## src/rtl/hearts_hud_drawer.sv

```systemverilog
// HUD lives row: draws up to MAX_LIVES hearts top-left and blinks the heart just lost.
// Optional empty-heart outlines are enabled with `define HEARTS_HUD_OUTLINE_EN.
module hearts_hud_drawer #(
    parameter int unsigned MAX_LIVES    = 5,
    parameter int unsigned HUD_X        = 16,
    parameter int unsigned HUD_Y        = 8,
    parameter int unsigned HEART_SIZE   = 16,
    parameter int unsigned HEART_GAP    = 4,
    parameter logic [7:0]  HEART_COLOR  = 8'hE0,
    parameter int unsigned BLINK_FRAMES = 60,
    parameter int unsigned BLINK_PERIOD = 8
) (
    input  logic        clk,
    input  logic        resetN,
    input  logic        startOfFrame,
    input  logic [10:0] pixelX,
    input  logic [10:0] pixelY,
    input  logic [3:0]  livesIn,
    input  logic        lifeLost,
    output logic        heartDrawingRequest,
    output logic [7:0]  heartRGB
);

    localparam int unsigned LvW    = $clog2(MAX_LIVES + 1);
    localparam int unsigned FcW    = (BLINK_FRAMES > 2) ? $clog2(BLINK_FRAMES) : 1;
    localparam int unsigned PhW    = (BLINK_PERIOD > 2) ? $clog2(BLINK_PERIOD) : 1;
    localparam int unsigned Stride = HEART_SIZE + HEART_GAP;

    localparam logic [3:0]     MaxLivesIn = 4'(MAX_LIVES);
    localparam logic [LvW-1:0] MaxLives   = LvW'(MAX_LIVES);
    localparam logic [FcW-1:0] FrameLast  = FcW'(BLINK_FRAMES - 1);
    localparam logic [PhW-1:0] PhaseLast  = PhW'(BLINK_PERIOD - 1);
    localparam logic [10:0]    RowTop     = 11'(HUD_Y);
    localparam logic [10:0]    RowBot     = 11'(HUD_Y + HEART_SIZE);
    localparam logic [10:0]    SlotW      = 11'(HEART_SIZE);

    typedef enum logic [0:0] {StIdle, StBlink} state_e;

    state_e         state_q, state_d;
    logic [LvW-1:0] lives_q, lives_d;
    logic [LvW-1:0] blink_idx_q, blink_idx_d;
    logic [FcW-1:0] frame_cnt_q, frame_cnt_d;
    logic [PhW-1:0] phase_cnt_q, phase_cnt_d;
    logic           blink_off_q, blink_off_d;
    logic           req_q, req_d;
    logic [7:0]     rgb_q, rgb_d;

    logic [3:0]  lx;
    logic [3:0]  ly;
    logic [10:0] slot_lo;
    logic        vis;
    logic        hit_fill;
    logic [15:0] heart_bits;

    // Row y of the heart bitmap; bit 15 is the leftmost pixel.
    function automatic logic [15:0] heart_row(input logic [3:0] y);
        case (y)
            4'd1:    heart_row = 16'b0011100000011100;
            4'd2:    heart_row = 16'b0111110000111110;
            4'd3:    heart_row = 16'b1111111001111111;
            4'd4:    heart_row = 16'b1111111111111111;
            4'd5:    heart_row = 16'b1111111111111111;
            4'd6:    heart_row = 16'b1111111111111111;
            4'd7:    heart_row = 16'b0111111111111110;
            4'd8:    heart_row = 16'b0111111111111110;
            4'd9:    heart_row = 16'b0011111111111100;
            4'd10:   heart_row = 16'b0001111111111000;
            4'd11:   heart_row = 16'b0000111111110000;
            4'd12:   heart_row = 16'b0000011111100000;
            4'd13:   heart_row = 16'b0000001111000000;
            4'd14:   heart_row = 16'b0000000110000000;
            default: heart_row = 16'b0000000000000000;
        endcase
    endfunction

`ifdef HEARTS_HUD_OUTLINE_EN
    localparam logic [7:0] OutlineColor = 8'h92;

    logic        hit_outline;
    logic [15:0] outline_bits;

    function automatic logic [15:0] outline_row(input logic [3:0] y);
        case (y)
            4'd1:    outline_row = 16'b0011100000011100;
            4'd2:    outline_row = 16'b0100010000100010;
            4'd3:    outline_row = 16'b1000001001000001;
            4'd4:    outline_row = 16'b1000000110000001;
            4'd5:    outline_row = 16'b1000000000000001;
            4'd6:    outline_row = 16'b1000000000000001;
            4'd7:    outline_row = 16'b0100000000000010;
            4'd8:    outline_row = 16'b0100000000000010;
            4'd9:    outline_row = 16'b0010000000000100;
            4'd10:   outline_row = 16'b0001000000001000;
            4'd11:   outline_row = 16'b0000100000010000;
            4'd12:   outline_row = 16'b0000010000100000;
            4'd13:   outline_row = 16'b0000001001000000;
            4'd14:   outline_row = 16'b0000000110000000;
            default: outline_row = 16'b0000000000000000;
        endcase
    endfunction
`endif

    always_comb begin
        state_d     = state_q;
        lives_d     = lives_q;
        blink_idx_d = blink_idx_q;
        frame_cnt_d = frame_cnt_q;
        phase_cnt_d = phase_cnt_q;
        blink_off_d = blink_off_q;

        if (startOfFrame) begin
            lives_d = (livesIn > MaxLivesIn) ? MaxLives : LvW'(livesIn);
        end

        // lifeLost looks at the pre-update count and wins over a same-cycle frame tick.
        if (lifeLost && (lives_q != '0)) begin
            state_d     = StBlink;
            blink_idx_d = lives_q - LvW'(1);
            frame_cnt_d = '0;
            phase_cnt_d = '0;
            blink_off_d = 1'b0;
        end else if ((state_q == StBlink) && startOfFrame) begin
            if (frame_cnt_q == FrameLast) begin
                state_d     = StIdle;
                frame_cnt_d = '0;
                phase_cnt_d = '0;
                blink_off_d = 1'b0;
            end else begin
                if (frame_cnt_q != '1) begin
                    frame_cnt_d = frame_cnt_q + FcW'(1);
                end
                // Phase counter tracks frameCnt / BLINK_PERIOD parity without a divider.
                if (phase_cnt_q == PhaseLast) begin
                    phase_cnt_d = '0;
                    blink_off_d = ~blink_off_q;
                end else begin
                    phase_cnt_d = phase_cnt_q + PhW'(1);
                end
            end
        end
    end

    always_comb begin
        hit_fill   = 1'b0;
        lx         = '0;
        slot_lo    = '0;
        vis        = 1'b0;
        ly         = 4'(pixelY - RowTop);
        heart_bits = heart_row(ly);
`ifdef HEARTS_HUD_OUTLINE_EN
        hit_outline  = 1'b0;
        outline_bits = outline_row(ly);
`endif
        if ((pixelY >= RowTop) && (pixelY < RowBot)) begin
            for (int i = 0; i < int'(MAX_LIVES); i++) begin
                slot_lo = 11'(HUD_X + i * Stride);
                if ((pixelX >= slot_lo) && (pixelX < slot_lo + SlotW)) begin
                    lx  = 4'(pixelX - slot_lo);
                    vis = (LvW'(i) < lives_q);
                    if ((state_q == StBlink) && (blink_idx_q == LvW'(i))) begin
                        vis = ~blink_off_q;
                    end
                    if (vis && heart_bits[4'd15 - lx]) begin
                        hit_fill = 1'b1;
                    end
`ifdef HEARTS_HUD_OUTLINE_EN
                    if (!vis && outline_bits[4'd15 - lx]) begin
                        hit_outline = 1'b1;
                    end
`endif
                end
            end
        end

`ifdef HEARTS_HUD_OUTLINE_EN
        req_d = hit_fill | hit_outline;
        rgb_d = hit_fill ? HEART_COLOR : (hit_outline ? OutlineColor : 8'h00);
`else
        req_d = hit_fill;
        rgb_d = hit_fill ? HEART_COLOR : 8'h00;
`endif
    end

    always_ff @(posedge clk or negedge resetN) begin
        if (!resetN) begin
            state_q     <= StIdle;
            lives_q     <= '0;
            blink_idx_q <= '0;
            frame_cnt_q <= '0;
            phase_cnt_q <= '0;
            blink_off_q <= 1'b0;
            req_q       <= 1'b0;
            rgb_q       <= 8'h00;
        end else begin
            state_q     <= state_d;
            lives_q     <= lives_d;
            blink_idx_q <= blink_idx_d;
            frame_cnt_q <= frame_cnt_d;
            phase_cnt_q <= phase_cnt_d;
            blink_off_q <= blink_off_d;
            req_q       <= req_d;
            rgb_q       <= rgb_d;
        end
    end

    assign heartDrawingRequest = req_q;
    assign heartRGB            = rgb_q;

endmodule

```

## config.mk

```make
export PLATFORM = sky130hd
export DESIGN_NAME = hearts_hud_drawer
export DESIGN_NICKNAME = d
export VERILOG_FILES = /design/src/rtl/hearts_hud_drawer.sv
export SDC_FILE = /design/constraint.sdc
export NUM_CORES = 1
export LEC_CHECK = 0
export CELL_PAD_IN_SITES_DETAIL_PLACEMENT = 1
export CELL_PAD_IN_SITES_GLOBAL_PLACEMENT = 2
export CORE_MARGIN = 3
export CORE_UTILIZATION = 31
export DETAILED_ROUTE_END_ITERATION = 7
export PLACE_DENSITY = 0.9
export REMOVE_ABC_BUFFERS = 1
export SLEW_MARGIN = 10
export SYNTH_ARGS = -nofsm -noshare
export SYNTH_HDL_FRONTEND = slang
export SYNTH_SLANG_ARGS = --single-unit
```

## constraint.sdc

```tcl
create_clock -name clk -period 3.65 [get_ports clk]
set_input_delay 0.5475 -clock clk [delete_from_list [all_inputs] [get_ports clk]]
set_output_delay 0.5475 -clock clk [all_outputs]
set_load 0.005 [all_outputs]
```

=== Word-level counts from Yosys, hierarchy flattened ===
Memories as Yosys holds them, arrays and structs flattened.
Index checks and enable logic that the tools add are counted.

* Register bits after elaboration: 26
* ROM bits: 256
* Input bits: 30
* Output and inout bits: 9
* Logic and storage cells: 135
* Memories: 1

{| class="wikitable"
|+ Memory list
! memory !! words !! bits a word !! read ports !! clocked after memory_dff !! write ports !! line !! text
|-
| (name not given) || 16 || 16 || 1 || 0 || 0 || 57 || <nowiki>case (y)</nowiki>
|}

* $add $sub $neg: 14
* Order comparisons: 23
* Equality and inequality tests: 7
* Muxes and demuxes: 54
* Bitwise operators: 1
* Reductions and logical operators: 27

{| class="wikitable"
|+ Operators by type and width
! operator !! count
|-
| $mux 1 || 39
|-
| $lt 11x7->1 const B || 3
|-
| $lt 4x5->1 const B || 5
|-
| $mux 6 || 4
|-
| $ge 11x6->1 const B || 2
|-
| $ge 11x7->1 const B || 2
|-
| $lt 11x6->1 const B || 2
|-
| $bmux 1 s4 || 5
|-
| $sub 4x4->4 const A || 5
|-
| $logic_and 1x1->1 || 18
|-
| $mux 3 || 5
|-
| $sub 4x4->4 const B || 3
|-
| $ge 11x4->1 const B || 1
|-
| $ge 11x5->1 const B || 1
|-
| $lt 11x5->1 const B || 1
|-
| $reduce_bool 3->1 || 3
|-
| $mux 8 || 1
|-
| $sub 4x1->4 const B || 2
|-
| $add 6x1->6 const B || 1
|-
| $eq 3x2->1 const B || 2
|-
| $eq 3x3->1 const B || 2
|-
| $eq 6x6->1 const B || 1
|-
| $lt 1x3->1 const A || 2
|-
| $lt 2x3->1 const A || 2
|-
| 11 further kinds || 14
|}

=== Depth between registers and ports, before layout ===
* Depth in word-level cells: 19
* Gate-level depth with buffers: 8
* Mapped depth without buffers: 8

=== Worst setup path after synthesis ===
No wires, ideal clock.

* Kind: input port to flip-flop
* Start: in pixelY[3]
* End: reg rgb_q[6] (netlist: heartRGB[6])
* Setup time: 82 ps
* Arrival time: 1719 ps
* Data required time: 3568 ps
* Setup slack: 1850 ps
* Cell stages on the path: 8
* Buffers on the path: 1
* Cell sequence: buf_6 > and2b_4 > a31oi_1 > o311ai_1 > mux2_2 > o221ai_1 > o21ai_1 > a31oi_1

* Word-level cells in the longest chain between the ends: 18
* Elaborated cells between the ends (all ways): 33
* Classes of those cells: 1 x add/sub; 2 x order compare; 23 x mux; 6 x reduce/logical; 1 x memory

{| class="wikitable"
|+ Ends and longest elaborated chain
! element !! line !! text
|-
| start: declaration || 17 || <nowiki>input logic [10:0] pixelY,</nowiki>
|-
| $sub 4x4->4 || 148 || <nowiki>ly = 4'(pixelY - RowTop);</nowiki>
|-
| $mem_v2 16x16 || n/a ||
|-
| $bmux 1 s4 || 163 || <nowiki>if (vis && heart_bits[4'd15 - lx]) begin</nowiki>
|-
| $mux 1 (not written as such) || 163 ||
|-
| $logic_and 1x1->1 || 163 ||
|-
| $mux 1 || 163 ||
|-
| $mux 1 || 157 || <nowiki>if ((pixelX >= slot_lo) && (pixelX < slot_lo + SlotW)) begin</nowiki>
|-
| $mux 1 || 154 || <nowiki>if ((pixelY >= RowTop) && (pixelY < RowBot)) begin</nowiki>
|-
| [3 not listed] || n/a ||
|-
| $mux 1 || 157 ||
|-
| $mux 1 || 163 ||
|-
| $mux 1 || 157 ||
|-
| $mux 1 || 163 ||
|-
| $mux 1 || 157 ||
|-
| $mux 1 * || 154 ||
|-
| net hit_fill || 52 || <nowiki>logic hit_fill;</nowiki>
|-
| $mux 8 * || 180 || <nowiki>rgb_d = hit_fill ? HEART_COLOR : 8'h00;</nowiki>
|-
| end signal: assignment || 202 || <nowiki>rgb_q <= rgb_d;</nowiki>
|-
| end: declaration || 46 || <nowiki>logic [7:0] rgb_q, rgb_d;</nowiki>
|}

Mark *: on every way through the listed nets, which the timed path passes. The rest lies on a longest branch. The select of a mux whose other input is x is not followed.
A chain may end at the register's enable or synchronous reset.

=== Final worst setup path ===
* Start: in pixelX[2]
* End: reg rgb_q[6] (netlist: heartRGB[6])

* Word-level cells in the longest chain between the ends: 18
* Elaborated cells between the ends (all ways): 53
* Classes of those cells: 10 x add/sub; 10 x order compare; 23 x mux; 10 x reduce/logical

{| class="wikitable"
|+ Ends and longest elaborated chain
! element !! line !! text
|-
| start: declaration || 16 || <nowiki>input logic [10:0] pixelX,</nowiki>
|-
| $sub 4x1->4 || 158 || <nowiki>lx = 4'(pixelX - slot_lo);</nowiki>
|-
| $sub 4x4->4 || 163 ||
|-
| $bmux 1 s4 || 163 ||
|-
| $mux 1 (not written as such) || 163 ||
|-
| $logic_and 1x1->1 || 163 ||
|-
| $mux 1 || 163 ||
|-
| $mux 1 || 157 ||
|-
| $mux 1 || 154 ||
|-
| [3 not listed] || n/a ||
|-
| $mux 1 || 157 ||
|-
| $mux 1 || 163 ||
|-
| $mux 1 || 157 ||
|-
| $mux 1 || 163 ||
|-
| $mux 1 * || 157 ||
|-
| $mux 1 * || 154 ||
|-
| net hit_fill || 52 ||
|-
| $mux 8 * || 180 ||
|}

Marked as above.

==> run metrics <==
register area 450 um^2; Post-Syn Instances 197; post-cts resize count 0; initial antenna violation count 0; WL/cell 13.7 um; largest net degree at the start of global routing 19; worst flop-to-flop path startpoint lives_q[0]$_DFFE_PN0P_; WHS 0.488 ns; Hold Crit Class reg2reg; Final GP Congestion 0.827; postcts setup bufs 0; maximum clock insertion buffer count 2; Mean Syn Cell Area 8.18 um^2; Max Cap Viol 0; hold path endpoint phase_cnt_q[1]$_DFFE_PN0P_; Worst-path clk slew 0.06 ns; dpl ws 1.05 ns; Clock Power Share 29.9%; RSZ-0062 raised after global routing false; worst reg2reg path depth 7; CTS tree done; n_diodes 0; Synth async-reset ratio 100%; total CTS buffers 3; synthesis-stage register bit count 18; Crit path required time 3.77 ns; core area 4880 um^2; Setup TNS Final 0 ns; clock sink count 18; via/cell ratio 5.24; peak supply drop 0.000242 V; Final Slew Violations 0; Post-DRT Antenna Nets 0; vias in the first global route 1,421; Global Route Usage Sum 12.9%; hold depth 2; Comb power frac 26.5%; IO Count 39; Die ar. 6100 um^2; Max Clock Freq 0.431 GHz; residual DRC count 0; slowest cell on the critical path clkdlybuf4s50_1; chip width 78.1 um; P_int 381 uW; Cell Area, Synth 1610 um^2; Fin. Hold Viols 0; CP Launch Type input port; worst-path maximum fanout 12; setup ws final 1.33 ns; worst skew pair latency 0.25 ns; commonest non-fill, non-tap cell in the layout clkdlybuf4s50_1; Crit Path Class in2reg; dpl hpwl 3.17 mm; yosys synthesis warning count 0; Die Ht 78.1 um; r2r setup slk 1.48 ns; Slew Limit Headroom 47.0%; # setup viols final 0; Crit. End Element flip-flop; CP Cell Sequence clkdlybuf4s50_1, ha_1, a2111oi_0, and4bb_2, and3_2, o221ai_1, a31oi_1; Multi-input gate area 1010 um^2; root buffer cell clkbuf_8; drt total wl 3.93 mm; initial core utilization 33.0%; grt ovf 0; I/O Buffers 33; Seq pwr share 43.6%; pwr dens 273 nW/um^2; r2r endpoint blink_off_q$_DFFE_PN0P_; first-pass GRT wire length 6.69 mm; Tmin final 2.32 ns; # rows 25; number of enable flip-flop cells after synthesis 0; hold path start phase_cnt_q[1]$_DFFE_PN0P_; Seq/Total Area, Yosys 28.0%; clk_skew 0.00386 ns; nets 261; Sw Ratio 29.0%; hold buffer count at cts 0; DRT iter0 DRCs 52; Psw 156 uW; # fillers 612; unique cell type count in the Yosys netlist 59; pin slew with the least headroom to its limit 0.793 ns; vias post-DR 1,509; Arrival @ worst endpoint 2.44 ns; main flop type after synthesis dfrtp_1; max incr delay on CP 0.63 ns; status complete, no violations; length of the first detailed-routing pass in iterations 4; area growth from synthesis to layout 21.8%; leak pwr 0.000800 uW; layout cells sized above 1 6.79%; most frequent cells in the layout clkdlybuf4s50_1, nand2_1, dfrtp_1; CTS H-tree lvls 1; Tcrit/Tclk final 63.6%
==> cells by family after synthesis <==
family | count (synthesis) | synth area share [%]
AOI/OAI and AO/OA | 57 | 24.2
xor gates and xnor gates | 4 | 2.17
adders and majority gates | 9 | 6.99
buffers and inverters | 27 | 10.6
DFF | 18 | 28.0
muxes | 2 | 1.32
other | 1 | 0.233
and+or+nand+nor | 79 | 26.6
==> cell type report <==
type	instances	share of cell area, %
Clock buffer	4	2.80
Inverter	10	1.91
Multi-Input combinational cell	156	51.2
Sequential cell	18	22.9
Tap cell	67	4.27
Timing Repair Buffer	33	16.8
==> sequential cells by signal, indices dropped and copies added (netlist names) <==
| register | flops |
|---|---|
| phase_cnt_q | 3 |
| frame_cnt_q | 6 |
| lives_q | 3 |
| blink_idx_q | 3 |
| blink_off_q | 1 |
| heartRGB | 1 |
| state_q | 1 |
==> synthesized netlist by cell type, types with 2 or more instances <==
cell       instances  area [um^2]
and4b_1            2         20.0
o2111ai_1          2         17.5
nor3_1             3         15.0
o211ai_1           2         15.0
xnor2_1            2         17.5
a211oi_1           4         30.0
nor2_1            17         63.8
buf_2              2         10.0
clkbuf_1           2         7.51
o21ai_0           15         75.1
nand2_1           21         78.8
buf_6              3         33.8
dfrtp_1           18          450
nor2b_1            2         12.5
a21oi_1           10         50.1
nand2b_1           2         12.5
nand3_1           10         50.1
buf_4              9         67.6
a31oi_1            5         31.3
and4bb_2           2         25.0
o221ai_1           2         17.5
nand4_1            4         25.0
inv_1             10         37.5
nor4_1             4         25.0
xor2_1             2         17.5
ha_1               9          113
==> worst max-delay path by stage <==
stage,startpoint,endpoint,cells after the start
after floorplan,pixelX[7],heartRGB[6]$_DFF_PN0_,6
after global placement,pixelX[2],heartRGB[6]$_DFF_PN0_,7
after detailed placement,pixelX[2],heartRGB[6]$_DFF_PN0_,7
after CTS,pixelX[2],heartRGB[6]$_DFF_PN0_,7
after global routing,pixelX[0],heartRGB[6]$_DFF_PN0_,7
final,pixelX[2],heartRGB[6]$_DFF_PN0_,7
==> per-layer routing <==
layer	wire (um)	global-route usage, %
met1	1920	18.1
met3	143	2.41
met2	1860	21.3
met4	6	1.05
met5	0	0
==> metrics by stage <==
stage / std cells / power (uW) / area (um^2) / util, %
floorplan: 184 / 310 / 1490 / -
global placement: 284 / 378 / 1910 / 39.1
detailed placement: 284 / 382 / 1910 / 39.1
CTS: 288 / 545 / 1960 / 40.2
global route: 288 / 573 / 1960 / 40.2
finish: 288 / 536 / 1960 / 40.2
==> power by group through the flow <==
stage,clock [uW],sequential (uW),combinational (uW)
floorplan,0,232,78.0
global placement,0,237,141
detailed placement,0,238,144
CTS,167,234,144
global route,173,236,163
finish,161,234,142
==> critical path, delay by kind of cell <==
kind / cells / cell delay [ns]
AO/OA/AOI/OAI: 3 / 0.47
adder cells (fa/ha/maj): 1 / 0.31
AND/OR/NAND/NOR: 2 / 0.47
buffers and inverters: 1 / 0.63
Note: power is estimated with default switching activity, not from simulation.
